## src/rtl/uart_rx_if.sv

```systemverilog
// uart_rx_if: configuration, serial line and result pulses of the UART receiver
interface uart_rx_if #(
  parameter int DATA_WIDTH = 8
) ();
  logic                  parity_type;
  logic                  parity_enable;
  logic [5:0]            prescale;
  logic                  serial_data_in;
  logic                  data_valid;
  logic [DATA_WIDTH-1:0] parallel_data;
  logic                  parity_error;
  logic                  frame_error;
  modport master (
    output parity_type, parity_enable, prescale, serial_data_in,
    input  data_valid, parallel_data, parity_error, frame_error
  );
  modport slave (
    input  parity_type, parity_enable, prescale, serial_data_in,
    output data_valid, parallel_data, parity_error, frame_error
  );
endinterface

```

## src/rtl/uart_receiver.sv

```systemverilog
// uart_receiver: oversampling UART receiver with 3-sample majority vote per bit
module uart_receiver #(
  parameter int DATA_WIDTH = 8
) (
  input logic      clk,
  input logic      reset,
  uart_rx_if.slave rx
);
  localparam int BW = $clog2(DATA_WIDTH + 1);
  typedef enum logic [2:0] {IDLE, START, DATA, PARITY, STOP, DATA_VALID, WAIT_HIGH} state_t;
  state_t                state_q, state_d;
  logic [5:0]            cnt_q, cnt_d, presc_q, presc_d, half;
  logic [BW-1:0]         bit_q, bit_d;
  logic [DATA_WIDTH-1:0] sh_q, sh_d, pd_q, pd_d;
  logic [2:0]            smp_q, smp_d;
  logic                  pen_q, pen_d, ptype_q, ptype_d;
  logic                  pe_pend_q, pe_pend_d, fe_pend_q, fe_pend_d;
  logic                  dv_q, dv_d, perr_q, perr_d, ferr_q, ferr_d;
  logic                  din, last, s2, bit_v, rcv;
  assign din  = rx.serial_data_in;
  assign half = presc_q >> 1;
  assign last = cnt_q == presc_q - 6'd1;
  // the third sample may coincide with the decision edge when prescale is 4
  assign s2    = (cnt_q == half + 6'd1) ? din : smp_q[2];
  assign bit_v = (smp_q[0] & smp_q[1]) | (smp_q[0] & s2) | (smp_q[1] & s2);
  assign rcv   = state_q inside {START, DATA, PARITY, STOP};
  assign rx.data_valid    = dv_q;
  assign rx.parallel_data = pd_q;
  assign rx.parity_error  = perr_q;
  assign rx.frame_error   = ferr_q;
  // next-state, counters, sampling and result pulses; pulses leave one cycle after the decision edge
  always_comb begin
    state_d   = state_q;
    cnt_d     = rcv ? (last ? 6'd0 : cnt_q + 6'd1) : 6'd0;
    bit_d     = bit_q;
    sh_d      = sh_q;
    presc_d   = presc_q;
    pen_d     = pen_q;
    ptype_d   = ptype_q;
    pe_pend_d = 1'b0;
    fe_pend_d = 1'b0;
    smp_d[0]  = (cnt_q == half - 6'd1) ? din : smp_q[0];
    smp_d[1]  = (cnt_q == half) ? din : smp_q[1];
    smp_d[2]  = (cnt_q == half + 6'd1) ? din : smp_q[2];
    dv_d      = state_q == DATA_VALID;
    pd_d      = (state_q == DATA_VALID) ? sh_q : pd_q;
    perr_d    = pe_pend_q;
    ferr_d    = fe_pend_q;
    case (state_q)
      IDLE: if (!din) begin
        state_d = START;
        cnt_d   = 6'd1;
        presc_d = rx.prescale;
        pen_d   = rx.parity_enable;
        ptype_d = rx.parity_type;
      end
      START: if (last) begin
        state_d   = bit_v ? IDLE : DATA;
        fe_pend_d = bit_v;
        bit_d     = '0;
      end
      DATA: if (last) begin
        sh_d  = {bit_v, sh_q[DATA_WIDTH-1:1]};
        bit_d = bit_q + BW'(1);
        if (bit_q == BW'(DATA_WIDTH - 1)) state_d = pen_q ? PARITY : STOP;
      end
      PARITY: if (last) begin
        pe_pend_d = bit_v != (^sh_q ^ ptype_q);
        state_d   = pe_pend_d ? IDLE : STOP;
      end
      STOP: if (last) begin
        state_d   = bit_v ? DATA_VALID : WAIT_HIGH;
        fe_pend_d = !bit_v;
      end
      DATA_VALID: state_d = IDLE;
      WAIT_HIGH:  state_d = din ? IDLE : WAIT_HIGH;
      default:    state_d = IDLE;
    endcase
  end
  // state and datapath registers with synchronous reset
  always_ff @(posedge clk) begin
    if (reset) begin
      state_q   <= IDLE;
      cnt_q     <= '0;
      bit_q     <= '0;
      sh_q      <= '0;
      pd_q      <= '0;
      smp_q     <= '0;
      presc_q   <= '0;
      pen_q     <= 1'b0;
      ptype_q   <= 1'b0;
      pe_pend_q <= 1'b0;
      fe_pend_q <= 1'b0;
      dv_q      <= 1'b0;
      perr_q    <= 1'b0;
      ferr_q    <= 1'b0;
    end else begin
      state_q   <= state_d;
      cnt_q     <= cnt_d;
      bit_q     <= bit_d;
      sh_q      <= sh_d;
      pd_q      <= pd_d;
      smp_q     <= smp_d;
      presc_q   <= presc_d;
      pen_q     <= pen_d;
      ptype_q   <= ptype_d;
      pe_pend_q <= pe_pend_d;
      fe_pend_q <= fe_pend_d;
      dv_q      <= dv_d;
      perr_q    <= perr_d;
      ferr_q    <= ferr_d;
    end
  end
endmodule

```

## src/flat_wrapper.sv

```systemverilog
// flat-port wrapper written by rule: the top's interface ports become plain ports
module uart_receiver_flat 
#(
  parameter int DATA_WIDTH = 8
)
  (clk, reset, rx_parity_type, rx_parity_enable, rx_prescale, rx_serial_data_in, rx_data_valid, rx_parallel_data, rx_parity_error, rx_frame_error);
  uart_rx_if #(.DATA_WIDTH(DATA_WIDTH)) rx_i ();
  input logic clk;
  input logic reset;
  input wire logic [$bits(rx_i.parity_type)-1:0] rx_parity_type;
  input wire logic [$bits(rx_i.parity_enable)-1:0] rx_parity_enable;
  input wire logic [$bits(rx_i.prescale)-1:0] rx_prescale;
  input wire logic [$bits(rx_i.serial_data_in)-1:0] rx_serial_data_in;
  output wire logic [$bits(rx_i.data_valid)-1:0] rx_data_valid;
  output wire logic [$bits(rx_i.parallel_data)-1:0] rx_parallel_data;
  output wire logic [$bits(rx_i.parity_error)-1:0] rx_parity_error;
  output wire logic [$bits(rx_i.frame_error)-1:0] rx_frame_error;
  assign rx_i.parity_type = rx_parity_type;
  assign rx_i.parity_enable = rx_parity_enable;
  assign rx_i.prescale = rx_prescale;
  assign rx_i.serial_data_in = rx_serial_data_in;
  assign rx_data_valid = rx_i.data_valid;
  assign rx_parallel_data = rx_i.parallel_data;
  assign rx_parity_error = rx_i.parity_error;
  assign rx_frame_error = rx_i.frame_error;
  uart_receiver #(.DATA_WIDTH(DATA_WIDTH)) u_core (.clk(clk), .reset(reset), .rx(rx_i));
endmodule
```

## config.mk

```make
export PLATFORM = sky130hd
export DESIGN_NAME = uart_receiver_flat
export DESIGN_NICKNAME = d
export VERILOG_FILES = /design/src/rtl/uart_rx_if.sv /design/src/rtl/uart_receiver.sv /design/src/flat_wrapper.sv
export SDC_FILE = /design/constraint.sdc
export NUM_CORES = 1
export LEC_CHECK = 0
export BUFFER_PORTS_ARGS = -buffer_cell sky130_fd_sc_hd__buf_2
export CELL_PAD_IN_SITES_DETAIL_PLACEMENT = 0
export CELL_PAD_IN_SITES_GLOBAL_PLACEMENT = 1
export CORE_MARGIN = 4
export CORE_UTILIZATION = 40
export CTS_CLUSTER_SIZE = 14
export DETAILED_ROUTE_END_ITERATION = 16
export GPL_ROUTABILITY_DRIVEN = 1
export GPL_TIMING_DRIVEN = 0
export PLACE_DENSITY_LB_ADDON = 0.1
export SLEW_MARGIN = 20
export SYNTH_ARGS = -nofsm -noshare
export SYNTH_HDL_FRONTEND = slang
export SYNTH_SLANG_ARGS = --single-unit
```

## constraint.sdc

```tcl
create_clock -name clk -period 3.4 [get_ports clk]
set_input_delay 0.51 -clock clk [delete_from_list [all_inputs] [get_ports clk]]
set_output_delay 0.51 -clock clk [all_outputs]
set_load 0.01 [all_outputs]
```

==> out/summary.json, run 1 <==
{
  "hp-class": "in2reg",
  "switching_share_pct": 40.0,
  "grt_antenna_before_repair": 0,
  "path_max_fanout": 8,
  "post_synth_main_area_contributors": "sky130_fd_sc_hd__dfxtp_1 34%, sky130_fd_sc_hd__mux2i_1 9.0%, sky130_fd_sc_hd__nor2_1 7.4%",
  "synthesis.area_um2": 2680,
  "vdd.ir_drop.worst_mv": 0.316,
  "drt_drc_violations_left": 0,
  "core-area_um2": 6420,
  "path_cells": "buf_2 > inv_1 > ha_1 > xor2_1 > and2b_1 > and3_2 > a32oi_1 > a21oi_2 > inv_1 > ha_1 > a221oi_1 > o22a_2 > a311oi_1",
  "wl_per_cell_um": 14.0,
  "critPathSlowestCell": "sky130_fd_sc_hd__dfxtp_1",
  "dr.first_iter.drc_count": 99,
  "gr_overflow_total": 0,
  "yosys.cell_count.top_type": "sky130_fd_sc_hd__nor2_1",
  "cellInternalPower_mw": 1.11,
  "global_route_met2_utilization_pct": 21.9,
  "cts_made_buffers": 5,
  "max-slew-margin-rel_pct": 55.6,
  "synth_enable_flop_cells": 0,
  "power_frac_comb_pct": 45.3,
  "yosysSeqAreaShare_pct": 33.6,
  "maxClockFrequency_ghz": 0.350,
  "layout.filler_cells": 663,
  "die-width_um": 89.9,
  "postCtsSetupRepairBufs": 0,
  "power.switching_uw": 737,
  "route.detailed.vias_per_inst": 5.17,
  "required_ns": 3.60,
  "netlist.top_cell.by_area": "sky130_fd_sc_hd__dfxtp_1",
  "final_min_period_over_clock_period_pct": 84.1,
  "path_delay_family": "compound AO/OA/AOI/OAI gates",
  "setup_viol": 0,
  "drv_cap": 0,
  "synth_warnings": 0,
  "dominantRegCellSynth": "sky130_fd_sc_hd__dfxtp_1",
  "dieArea_um2": 8070,
  "synth.lib_cells_used.distinct": 61,
  "post_placement_cell_area_um2": 2870,
  "num_io_pins": 22,
  "portBuffers": 19,
  "synth_async_sr_flop_share_pct": 0,
  "cts_tree": "done",
  "crit_buf_inv": 3,
  "gr-usage-met1_pct": 21.4,
  "clk_pin_slew_worst_paths_ns": 0.10,
  "synth_instances": 302,
  "cts_resized": 0,
  "grt_usage_pct": 14.6,
  "grt_max_degree": 18,
  "hpwl_after_dpl_mm": 4.18,
  "finalMaxSlewViolations": 0,
  "drtPass1Iterations": 4,
  "clk-insertion-delay-late_ns": 0.31,
  "cp_data_arrival_time_ns": 3.05,
  "cts_htree_levels": 2,
  "pwr-share-clk_pct": 19.9,
  "global_route_wire_length_before_repair_mm": 9.82,
  "final_routed_wirelength_across_all_metal_layers_mm": 5.68,
  "start_util_pct": 41.7,
  "groute.layer.met3.usage_pct": 2.67,
  "route.antenna.remaining_nets": 0,
  "outcome": "complete, no violations",
  "syn_area_per_cell_um2": 8.87,
  "power.static_leakage_nw": 1.25,
  "setup.worst_path.end_class": "flop",
  "critical_path_class": "reg2reg",
  "synth_top_area_share_pct": 33.6,
  "first_global_vias": 2021,
  "setup_tns_ns": 0,
  "rsz0062_at_grt": "false",
  "finalHoldViolations": 0,
  "final_net_count": 346,
  "cts-root-to-sink-buffers": 2,
  "clk_root_buffer_cell": "sky130_fd_sc_hd__clkbuf_8",
  "cts.sink_count": 45,
  "layout.cell_area.non_filler_um2": 2970,
  "p_per_area_nw_per_um2": 621,
  "rows": 29,
  "top_usage_layer": "met2",
  "final_layout_size_suffix_gt1_share_pct": 16.7,
  "place.gp.congestion": 0.834,
  "n_antenna_cell": 0,
  "critPathMaxStageDelay_ns": 0.34,
  "synth-seq-cells": 45,
  "worst_clock_skew_ns": 0.00983,
  "worst-slew-pin-transition_ns": 0.665,
  "dieHeight_um": 89.9,
  "area.growth.synth_to_final_pct": 10.8,
  "cts-hold-fix-buffers": 0,
  "via_count": 2100,
  "timing.critical_path.from_type": "flop",
  "synth_fp_nets": 320,
  "post_synth_most_frequent_cells": "53 x sky130_fd_sc_hd__nor2_1, 45 x sky130_fd_sc_hd__dfxtp_1, 24 x sky130_fd_sc_hd__mux2i_1",
  "sequentialPowerShare_pct": 34.7,
  "finalCriticalPeriod_ns": 2.86
}
final timing paths:
kind                                                      from                                to  slack, ns  cells past startpoint
worst min register to register     u_core.fe_pend_q$_SDFF_PP0_  u_core.rx.frame_error$_SDFF_PP0_       0.45                      1
worst max register to register  u_core.presc_q[2]$_SDFFE_PP0P_    u_core.state_q[1]$_SDFFE_PP0P_       0.54                     13
worst max-delay path            u_core.presc_q[2]$_SDFFE_PP0P_    u_core.state_q[1]$_SDFFE_PP0P_       0.54                     13
worst min-delay path                            rx_prescale[1]    u_core.presc_q[1]$_SDFFE_PP0P_       0.43                      3
per-layer routing:
| metal | vias up | routed length [µm] |
|---|---|---|
| met3 | 7 | 239 |
| met4 | 0 | 59 |
| met5 | - | 0 |
| met1 | 952 | 2920 |
| li1 | 1100 | - |
| met2 | 41 | 2460 |
through the flow:
step | power [mW] | hold WS (ns) | worst slack [ns] | std cells | util [%]
after floorplan | 1.33 | 0.414 | 0.830 | 302 | -
after global placement | 1.49 | 0.426 | 0.549 | 398 | 44.7
after detailed placement | 1.49 | 0.431 | 0.523 | 398 | 44.7
after CTS | 1.86 | 0.419 | 0.503 | 406 | 46.2
after global routing | 1.99 | 0.446 | 0.303 | 406 | 46.2
final | 1.84 | 0.428 | 0.542 | 406 | 46.2
worst min-delay path, stage by stage:
cell and delay [ns]:
sky130_fd_sc_hd__buf_2 0.07, sky130_fd_sc_hd__a21oi_1 0.05, sky130_fd_sc_hd__nor2_1 0.07
area by class of cell:
class                   instances  area [µm²]  area share [%]
repair buffers                 19        95.1            3.20
inverters                      11        41.3            1.39
well taps                      77        96.3            3.24
clock inverters                 3        28.8           0.969
multi-input cells             225        1550            52.1
flip-flops and latches         45         901            30.3
plain buffers                  21         190            6.41
clock buffers                   5        68.8            2.32
layout by cell type (no fill, tap or decap), types with 2 or more instances in the layout:
cell / netlist / routed
sky130_fd_sc_hd__nor2_1: 53 / 53
sky130_fd_sc_hd__dfxtp_1: 45 / 45
sky130_fd_sc_hd__mux2i_1: 24 / 24
sky130_fd_sc_hd__buf_2: 2 / 21
sky130_fd_sc_hd__xor2_1: 16 / 16
sky130_fd_sc_hd__a21oi_1: 15 / 15
sky130_fd_sc_hd__xnor2_1: 14 / 14
sky130_fd_sc_hd__nand2_1: 14 / 14
sky130_fd_sc_hd__clkbuf_8: 6 / 11
sky130_fd_sc_hd__inv_1: 10 / 10
sky130_fd_sc_hd__nor3_1: 8 / 8
sky130_fd_sc_hd__nand3_1: 7 / 7
sky130_fd_sc_hd__ha_1: 7 / 7
sky130_fd_sc_hd__buf_6: 6 / 6
sky130_fd_sc_hd__clkbuf_1: 6 / 6
sky130_fd_sc_hd__o21ai_0: 6 / 6
sky130_fd_sc_hd__nor2b_1: 4 / 4
sky130_fd_sc_hd__nand4_1: 2 / 2
sky130_fd_sc_hd__and2b_1: 2 / 2
sky130_fd_sc_hd__nand3_2: 2 / 2
sky130_fd_sc_hd__and3_2: 2 / 2
sky130_fd_sc_hd__a32oi_1: 2 / 2
sky130_fd_sc_hd__and2_1: 2 / 2
sky130_fd_sc_hd__a211oi_1: 2 / 2
sky130_fd_sc_hd__o21a_1: 2 / 2
sky130_fd_sc_hd__nand2b_1: 2 / 2
sky130_fd_sc_hd__o22ai_1: 2 / 2
sky130_fd_sc_hd__a2bb2oi_1: 2 / 2
sky130_fd_sc_hd__o21bai_1: 2 / 2
sky130_fd_sc_hd__a41oi_1: 2 / 2
sky130_fd_sc_hd__nor4_1: 2 / 2
sky130_fd_sc_hd__a221oi_1: 2 / 2
sky130_fd_sc_hd__inv_6: 0 / 2
logic make-up (layout without fill, tap and decap cells):
family | after synthesis | in the layout | synth area share (%)
AO/OA/AOI/OAI | 50 | 50 | 13.0
flip-flops | 45 | 45 | 33.6
buffers and inverters | 32 | 59 | 8.64
multiplexers | 24 | 24 | 8.96
adder cells (fa/ha/maj) | 7 | 7 | 3.27
XOR/XNOR | 31 | 31 | 10.6
AND/OR/NAND/NOR | 113 | 113 | 21.8
registers in the layout, summed over array words and instances, names as in the netlist, 3 cells and up:
register,cells
u_core.bit_q,4
u_core.cnt_q,6
u_core.presc_q,6
u_core.rx.parallel_data,8
u_core.sh_q,8
u_core.smp_q,3
u_core.state_q,3
power groups by stage:
stage / combinational, mW / sequential [mW] / clock [mW]
after CTS: 0.840 / 0.641 / 0.383
final: 0.835 / 0.640 / 0.367
after global placement: 0.838 / 0.652 / 0
after global routing: 0.938 / 0.650 / 0.398
after detailed placement: 0.837 / 0.653 / 0
after floorplan: 0.694 / 0.634 / 0
Power figures use the tool's default switching activity.
==> run 2: changes to the inputs <==
==> constraint.sdc (replaced) <==
create_clock -name clk -period 2.3 [get_ports clk]
set_input_delay 0.345 -clock clk [delete_from_list [all_inputs] [get_ports clk]]
set_output_delay 0.345 -clock clk [all_outputs]
set_load 0.01 [all_outputs]
==> out/summary.json, run 2 (synthesized netlist as in run 1, its figures left out) <==
{
  "dp_worst_setup_slack": {"value": -0.367, "unit": "ns", "change": "-0.890 ns"},
  "p_per_area": {"value": 931, "unit": "nW/µm²", "change": "+50%"},
  "outcome": "complete, but fails checks",
  "layout.filler_cells": {"value": 623, "change": "-6.0%"},
  "count_of_placed_standard_cells_in_the_final_layout_fillers_left_out": {"value": 420, "change": "+3.4%"},
  "total_chip_power": {"value": 3.08, "unit": "mW", "change": "+67%"},
  "violations": "setup timing",
  "final_min_period_over_clock_period": {"value": 113, "unit": "%", "change": "+29 points"},
  "met3_wirelength": {"value": 224, "unit": "µm", "change": "-6.3%"},
  "route.detailed.vias_per_inst": {"value": 5.15, "change": "-0.43%"},
  "placed_cells": {"value": 398, "change": "unchanged"},
  "num_io_pins": {"value": 22, "change": "unchanged"},
  "final_routed_wirelength_across_all_metal_layers": {"value": 6.06, "unit": "mm", "change": "+6.7%"},
  "global_route_wire_length_before_repair": {"value": 9.94, "unit": "mm", "change": "+1.3%"},
  "die-width": {"value": 89.9, "unit": "µm", "change": "unchanged"},
  "n_antenna_cell": {"value": 0, "change": "unchanged"},
  "max-slew-margin-rel": {"value": 57.1, "unit": "%", "change": "+1.4 points"},
  "worst-slew-pin-transition": {"value": 0.644, "unit": "ns", "change": "-0.0216 ns"},
  "rsz0062_at_grt": "true",
  "hpwl_after_dpl": {"value": 4.21, "unit": "mm", "change": "+0.61%"},
  "wl_per_cell": {"value": 14.4, "unit": "µm", "change": "+3.2%"},
  "maxClockFrequency": {"value": 0.386, "unit": "GHz", "change": "+10%"},
  "power.static_leakage": {"value": 1.37, "unit": "nW", "change": "+9.2%"},
  "post_placement_cell_area": {"value": 2920, "unit": "µm²", "change": "+1.5%"},
  "number_of_cells_on_the_worst_hold_path": {"value": 3, "change": "unchanged"},
  "r2r_slack": {"value": -0.29, "unit": "ns", "change": "-0.83 ns"},
  "met2_wire_length": {"value": 2.67, "unit": "mm", "change": "+8.6%"},
  "finalHoldViolations": {"value": 0, "change": "unchanged"},
  "regArea": {"value": 907, "unit": "µm²", "change": "+0.69%"},
  "grt_antenna_before_repair": {"value": 0, "change": "unchanged"},
  "route.antenna.remaining_nets": {"value": 0, "change": "unchanged"},
  "hp-class": "in2reg",
  "r2r.worst_path.cells": {"value": 9, "change": "-4"},
  "finalCriticalPeriod": {"value": 2.59, "unit": "ns", "change": "-0.268 ns"},
  "cts_made_buffers": {"value": 5, "change": "unchanged"},
  "postLayoutSetupSlackWorst": {"value": -0.290, "unit": "ns", "change": "-0.832 ns"},
  "layout.core_utilization": {"value": 51.4, "unit": "%", "change": "+5.2 points"},
  "path_max_fanout": {"value": 4, "change": "-4"},
  "clk_root_buffer_cell": "sky130_fd_sc_hd__clkbuf_8",
  "final_layout_size_suffix_gt1_share": {"value": 28.0, "unit": "%", "change": "+11 points"},
  "vdd.ir_drop.worst": {"value": 0.444, "unit": "mV", "change": "+41%"},
  "drv_cap": {"value": 0, "change": "unchanged"},
  "clk-insertion-delay-late": {"value": 0.30, "unit": "ns", "change": "about the same"},
  "dr.first_iter.drc_count": {"value": 77, "change": "-22%"},
  "first_global_vias": {"value": 1981, "change": "-2.0%"},
  "dieHeight": {"value": 89.9, "unit": "µm", "change": "unchanged"},
  "cts_htree_levels": {"value": 2, "change": "unchanged"},
  "finalMaxSlewViolations": {"value": 0, "change": "unchanged"},
  "drt_drc_violations_left": {"value": 0, "change": "unchanged"},
  "via_count": {"value": 2163, "change": "+3.0%"},
  "critical_path_class": "reg2reg",
  "start_util": {"value": 41.7, "unit": "%", "change": "unchanged"},
  "cp_data_arrival_time": {"value": 2.80, "unit": "ns", "change": "-0.25 ns"},
  "setup_tns": {"value": -0.659, "unit": "ns", "change": "-0.659 ns"},
  "dieArea": {"value": 8070, "unit": "µm²", "change": "unchanged"},
  "rows": {"value": 29, "change": "unchanged"},
  "gr_overflow_total": {"value": 0, "change": "unchanged"},
  "final_net_count": {"value": 360, "change": "+4.0%"},
  "multi_input_area": {"value": 1710, "unit": "µm²", "change": "+11%"},
  "grt_usage": {"value": 14.7, "unit": "%", "change": "+0.16 points"},
  "detail_route.wirelength.met1": {"value": 3.12, "unit": "mm", "change": "+6.6%"},
  "portBuffers": {"value": 19, "change": "unchanged"},
  "area.growth.synth_to_final_pct": 23.2,
  "drtPass1Iterations": {"value": 4, "change": "unchanged"},
  "cts_tree": "done",
  "grt_max_degree": {"value": 17, "change": "-1"},
  "layout.cells.most_common_list": "52 x sky130_fd_sc_hd__nor2_1, 42 x sky130_fd_sc_hd__dfxtp_1, 23 x sky130_fd_sc_hd__mux2i_1, 20 x sky130_fd_sc_hd__buf_2, 15 x sky130_fd_sc_hd__a21oi_1",
  "cts.sink_count": {"value": 45, "change": "unchanged"},
  "required": {"value": 2.52, "unit": "ns", "change": "-1.08 ns"},
  "place.gp.congestion": {"value": 0.808, "change": "-3.0%"},
  "core-area": {"value": 6420, "unit": "µm²", "change": "unchanged"},
  "fin_hold_ws": {"value": 0.266, "unit": "ns", "change": "-0.162 ns"},
  "leading_cell_type_in_the_layout_fill_and_taps_excluded": "sky130_fd_sc_hd__nor2_1",
  "worst_clock_skew": {"value": 0.00731, "unit": "ns", "change": "-0.00252 ns"},
  "timing.critical_path.from_type": "flop",
  "cts-root-to-sink-buffers": {"value": 2, "change": "unchanged"},
  "routed.top_layer": "met4",
  "clk_pin_slew_worst_paths": {"value": 0.09, "unit": "ns", "change": "about the same"},
  "layout.cell_area.non_filler": {"value": 3300, "unit": "µm²", "change": "+11%"},
  "setup_viol": {"value": 4, "change": "+4"},
  "setup.worst_path.end_class": "flop"
}
run 2: cell types whose count changed in the layout (fill, tap and decap cells not counted), sizes merged:
cell / change
inv: -2
buf: +14
clkinv: +1
bufinv: +1
run 2: per-layer routing:
metal / vias to the layer above / GRT usage [%]
li1: 1119 / -
met1: 1005 / 22.2
met2: 34 / 21.7
met3: 5 / 2.75
met4: 0 / 3.44
met5: - / 0
run 2: worst max-delay path, stage by stage, from the launching register on:
cell	delay [ns]
sky130_fd_sc_hd__dfxtp_4	0.37
sky130_fd_sc_hd__ha_2	0.20
sky130_fd_sc_hd__nor2b_1	0.14
sky130_fd_sc_hd__or4_4	0.52
sky130_fd_sc_hd__nand3_4	0.10
sky130_fd_sc_hd__a41o_1	0.23
sky130_fd_sc_hd__a21oi_4	0.09
sky130_fd_sc_hd__buf_12	0.14
sky130_fd_sc_hd__or4b_4	0.48
sky130_fd_sc_hd__a311oi_2	0.24
run 2: layout make-up:
type                    instances  share of cell area [%]
clock inverters                 3                    1.52
clock buffers                   5                    2.08
well taps                      77                    2.92
plain buffers                  21                    5.95
repair buffers                 33                    6.93
inverters                      11                    1.33
flip-flops and latches         45                    27.5
multi-input cells             225                    51.8
run 2: worst paths after layout:
check                                  from                               end
min                        rx_parity_enable         u_core.pen_q$_SDFFE_PP0P_
max reg2reg  u_core.presc_q[1]$_SDFFE_PP0P_    u_core.state_q[1]$_SDFFE_PP0P_
min reg2reg     u_core.fe_pend_q$_SDFF_PP0_  u_core.rx.frame_error$_SDFF_PP0_
max          u_core.presc_q[1]$_SDFFE_PP0P_    u_core.state_q[1]$_SDFFE_PP0P_
run 2: repair_timing:
item / CTS / global route
setup buffers: 6 / 8
resized for setup: 3 / 23
pin swaps: 6 / 9
endpoints found under the setup margin: 11 / 24
hold buffers: 0 / 0
run 2: power breakdown:
group | total, mW | switching [mW] | internal, mW
registers | 0.956 | 0.0960 | 0.860
clock network | 0.628 | 0.294 | 0.333
logic | 1.49 | 0.799 | 0.694
==> run 3: changes to the inputs <==
--- a/config.mk
+++ b/config.mk
@@ -6,6 +6,7 @@
 export NUM_CORES = 1
 export LEC_CHECK = 0
 export BUFFER_PORTS_ARGS = -buffer_cell sky130_fd_sc_hd__buf_2
+export CAP_MARGIN = 40
 export CELL_PAD_IN_SITES_DETAIL_PLACEMENT = 0
 export CELL_PAD_IN_SITES_GLOBAL_PLACEMENT = 1
 export CORE_MARGIN = 4
@@ -14,7 +15,7 @@
 export DETAILED_ROUTE_END_ITERATION = 16
 export GPL_ROUTABILITY_DRIVEN = 1
 export GPL_TIMING_DRIVEN = 0
-export PLACE_DENSITY_LB_ADDON = 0.1
+export PLACE_DENSITY = 0.71
 export SLEW_MARGIN = 20
 export SYNTH_ARGS = -nofsm -noshare
 export SYNTH_HDL_FRONTEND = slang
==> out/summary.json, run 3 (synthesized netlist as in run 1, its figures left out) <==
{
  "outcome": "complete, but fails checks",
  "violations": "setup timing",
  "setup.worst_path.end_class": "flop",
  "drt_drc_violations_left": {"value": 0, "change": "unchanged"},
  "leading_cell_type_in_the_layout_fill_and_taps_excluded": "sky130_fd_sc_hd__nor2_1",
  "grt_usage": {"value": 15.0, "unit": "%", "change": "+0.30 points"},
  "power_frac_comb": {"value": 49.6, "unit": "%", "change": "+1.1 points"},
  "p_per_area": {"value": 902, "unit": "nW/µm²", "change": "-3.2%"},
  "cts-root-to-sink-buffers": {"value": 2, "change": "unchanged"},
  "hold_path_end": "u_core.presc_q[2]$_SDFFE_PP0P_",
  "portBuffers": {"value": 19, "change": "unchanged"},
  "setup_viol": {"value": 2, "change": "-2"},
  "die-width": {"value": 89.9, "unit": "µm", "change": "unchanged"},
  "cts.sink_count": {"value": 45, "change": "unchanged"},
  "num_io_pins": {"value": 22, "change": "unchanged"},
  "worst_r2r_endpoint": "u_core.state_q[1]$_SDFFE_PP0P_",
  "worst-slew-pin-transition": {"value": 0.669, "unit": "ns", "change": "+0.0247 ns"},
  "clk-insertion-delay-late": {"value": 0.30, "unit": "ns", "change": "about the same"},
  "vdd.ir_drop.worst": {"value": 0.415, "unit": "mV", "change": "-6.6%"},
  "cts-hold-fix-buffers": {"value": 0, "change": "unchanged"},
  "core-area": {"value": 6420, "unit": "µm²", "change": "unchanged"},
  "final_routed_wirelength_across_all_metal_layers": {"value": 5.84, "unit": "mm", "change": "-3.7%"},
  "post_placement_cell_area": {"value": 2920, "unit": "µm²", "change": "unchanged"},
  "timing.critical_path.from_type": "flop",
  "power.static_leakage": {"value": 1.34, "unit": "nW", "change": "-1.9%"},
  "dieHeight": {"value": 89.9, "unit": "µm", "change": "unchanged"},
  "wl_per_cell": {"value": 13.9, "unit": "µm", "change": "-3.5%"},
  "hp-class": "in2reg",
  "drtPass1Iterations": {"value": 4, "change": "unchanged"},
  "timing.hold.worst.start": "rx_prescale[2]",
  "first_global_vias": {"value": 2073, "change": "+4.6%"},
  "r2r_slack": {"value": -0.27, "unit": "ns", "change": "+0.02 ns"},
  "rsz0062_at_grt": "true",
  "area.growth.synth_to_final_pct": 20.5,
  "final_min_period_over_clock_period": {"value": 112, "unit": "%", "change": "-0.72 points"},
  "route.detailed.vias_per_inst": {"value": 5.12, "change": "-0.60%"},
  "sequentialPowerShare": {"value": 32.8, "unit": "%", "change": "+1.7 points"},
  "global_route_wire_length_before_repair": {"value": 10.2, "unit": "mm", "change": "+2.5%"},
  "finalHoldViolations": {"value": 0, "change": "unchanged"},
  "cp_data_arrival_time": {"value": 2.79, "unit": "ns", "change": "about the same"},
  "pwr-share-clk": {"value": 17.6, "unit": "%", "change": "-2.8 points"},
  "regToRegStartpoint": "u_core.presc_q[2]$_SDFFE_PP0P_",
  "postLayoutSetupSlackWorst": {"value": -0.273, "unit": "ns", "change": "+0.0166 ns"},
  "route.antenna.remaining_nets": {"value": 0, "change": "unchanged"},
  "critical_path_class": "reg2reg",
  "worst_clock_skew": {"value": 0.0137, "unit": "ns", "change": "+0.00638 ns"},
  "dp_worst_setup_slack": {"value": -0.446, "unit": "ns", "change": "-0.0789 ns"},
  "finalMaxSlewViolations": {"value": 0, "change": "unchanged"},
  "path_max_fanout": {"value": 4, "change": "unchanged"},
  "clk_root_buffer_cell": "sky130_fd_sc_hd__clkbuf_8",
  "grt_max_degree": {"value": 17, "change": "unchanged"},
  "via_count": {"value": 2145, "change": "-0.83%"},
  "dieArea": {"value": 8070, "unit": "µm²", "change": "unchanged"},
  "start_util": {"value": 41.7, "unit": "%", "change": "unchanged"},
  "cts_tree": "done",
  "switching_share": {"value": 39.7, "unit": "%", "change": "+1.1 points"},
  "power.switching": {"value": 1.16, "unit": "mW", "change": "-2.7%"},
  "total_chip_power": {"value": 2.91, "unit": "mW", "change": "-5.3%"},
  "required": {"value": 2.52, "unit": "ns", "change": "about the same"},
  "place.gp.congestion": {"value": 0.830, "change": "+2.7%"},
  "maxClockFrequency": {"value": 0.389, "unit": "GHz", "change": "+0.65%"},
  "clk_pin_slew_worst_paths": {"value": 0.09, "unit": "ns", "change": "about the same"},
  "number_of_cells_on_the_worst_hold_path": {"value": 3, "change": "unchanged"},
  "hpwl_after_dpl": {"value": 4.20, "unit": "mm", "change": "-0.14%"},
  "cellInternalPower": {"value": 1.76, "unit": "mW", "change": "-6.9%"},
  "max-slew-margin-rel": {"value": 55.4, "unit": "%", "change": "-1.6 points"},
  "drv_cap": {"value": 0, "change": "unchanged"},
  "cts_made_buffers": {"value": 5, "change": "unchanged"},
  "final_net_count": {"value": 359, "change": "-0.28%"},
  "rows": {"value": 29, "change": "unchanged"},
  "layout.cells.most_common_list": "53 x sky130_fd_sc_hd__nor2_1, 42 x sky130_fd_sc_hd__dfxtp_1, 24 x sky130_fd_sc_hd__mux2i_1, 20 x sky130_fd_sc_hd__buf_2, 15 x sky130_fd_sc_hd__a21oi_1",
  "layout.cell_area.non_filler": {"value": 3230, "unit": "µm²", "change": "-2.2%"},
  "r2r.worst_path.cells": {"value": 14, "change": "+5"},
  "gr_overflow_total": {"value": 0, "change": "unchanged"},
  "n_antenna_cell": {"value": 0, "change": "unchanged"},
  "finalCriticalPeriod": {"value": 2.57, "unit": "ns", "change": "-0.0166 ns"},
  "final_layout_size_suffix_gt1_share": {"value": 26.3, "unit": "%", "change": "-1.7 points"},
  "dr.first_iter.drc_count": {"value": 93, "change": "+21%"},
  "cts_htree_levels": {"value": 2, "change": "unchanged"},
  "grt_antenna_before_repair": {"value": 0, "change": "unchanged"}
}
-- run 3: cell count changes in the layout (fill, tap and decap cells not counted), sizes merged --
cell / previous run / this run
bufinv: 1 / 0
clkinvlp: 0 / 1
buf: 42 / 41
-- run 3: what timing repair did --
action,in CTS,in global routing
pin swaps,8,8
endpoints found under the setup margin,12,28
cloned,0,0
setup buffers,9,4
gates resized for setup,10,10
-- run 3: worst max-delay path by stage --
stage                                        start                        endpoint  slack, ns  depth (start not counted)
floorplan           u_core.presc_q[2]$_SDFFE_PP0P_  u_core.state_q[0]$_SDFFE_PP0P_      -0.06                         13
global placement    u_core.presc_q[1]$_SDFFE_PP0P_  u_core.state_q[0]$_SDFFE_PP0P_      -0.37                         11
detailed placement  u_core.presc_q[1]$_SDFFE_PP0P_  u_core.state_q[0]$_SDFFE_PP0P_      -0.45                         11
CTS                 u_core.presc_q[2]$_SDFFE_PP0P_  u_core.state_q[0]$_SDFFE_PP0P_      -0.19                         13
global route        u_core.presc_q[2]$_SDFFE_PP0P_  u_core.state_q[1]$_SDFFE_PP0P_      -0.36                         14
finish              u_core.presc_q[2]$_SDFFE_PP0P_  u_core.state_q[1]$_SDFFE_PP0P_      -0.27                         14
-- run 3: area by class of cell --
class / count / area, µm²
fillers: 615 / 3190
multi-input cells: 225 / 1690
flip-flops and latches: 45 / 907
repair buffers: 32 / 205
plain buffers: 21 / 196
well taps: 77 / 96.3
clock buffers: 5 / 68.8
inverters: 11 / 43.8
clock inverters: 3 / 25.0
-- run 3: stage by stage --
stage               setup TNS (ns)  hold WS [ns]  util [%]  instances
floorplan                   -0.105         0.414         -        302
global placement             -2.69         0.426      45.4        398
detailed placement           -2.91         0.434      45.4        398
CTS                         -0.356         0.268      49.0        415
global route                 -1.37         0.286      50.3        419
finish                      -0.428         0.272      50.3        419
-- run 3: worst max-delay path, stage by stage (launching register included) --
cell	delay, ns
sky130_fd_sc_hd__dfxtp_2	0.36
sky130_fd_sc_hd__buf_6	0.11
sky130_fd_sc_hd__inv_4	0.03
sky130_fd_sc_hd__ha_4	0.25
sky130_fd_sc_hd__xor2_1	0.15
sky130_fd_sc_hd__and2b_2	0.26
sky130_fd_sc_hd__and3_4	0.19
sky130_fd_sc_hd__a32oi_2	0.22
sky130_fd_sc_hd__a21oi_2	0.12
sky130_fd_sc_hd__buf_4	0.15
sky130_fd_sc_hd__inv_2	0.06
sky130_fd_sc_hd__ha_4	0.13
sky130_fd_sc_hd__a221oi_2	0.03
sky130_fd_sc_hd__o22a_2	0.21
sky130_fd_sc_hd__a311oi_2	0.22
-- run 3: power by group through the flow --
stage	sequential, mW	combinational [mW]	clock, mW
floorplan	0.939	1.06	0
global placement	0.966	1.27	0
detailed placement	0.965	1.28	0
CTS	0.950	1.37	0.528
global route	0.971	1.61	0.560
finish	0.955	1.45	0.513
-- run 3: routing by layer --
layer  track usage [%]  vias to the layer above  share of wire, %
li1                  -                     1123                 -
met1              21.4                      987                51
met2              22.8                       29                45
met3              2.92                        6               2.9
met4              4.97                        0               1.2
met5                 0                        -                 0
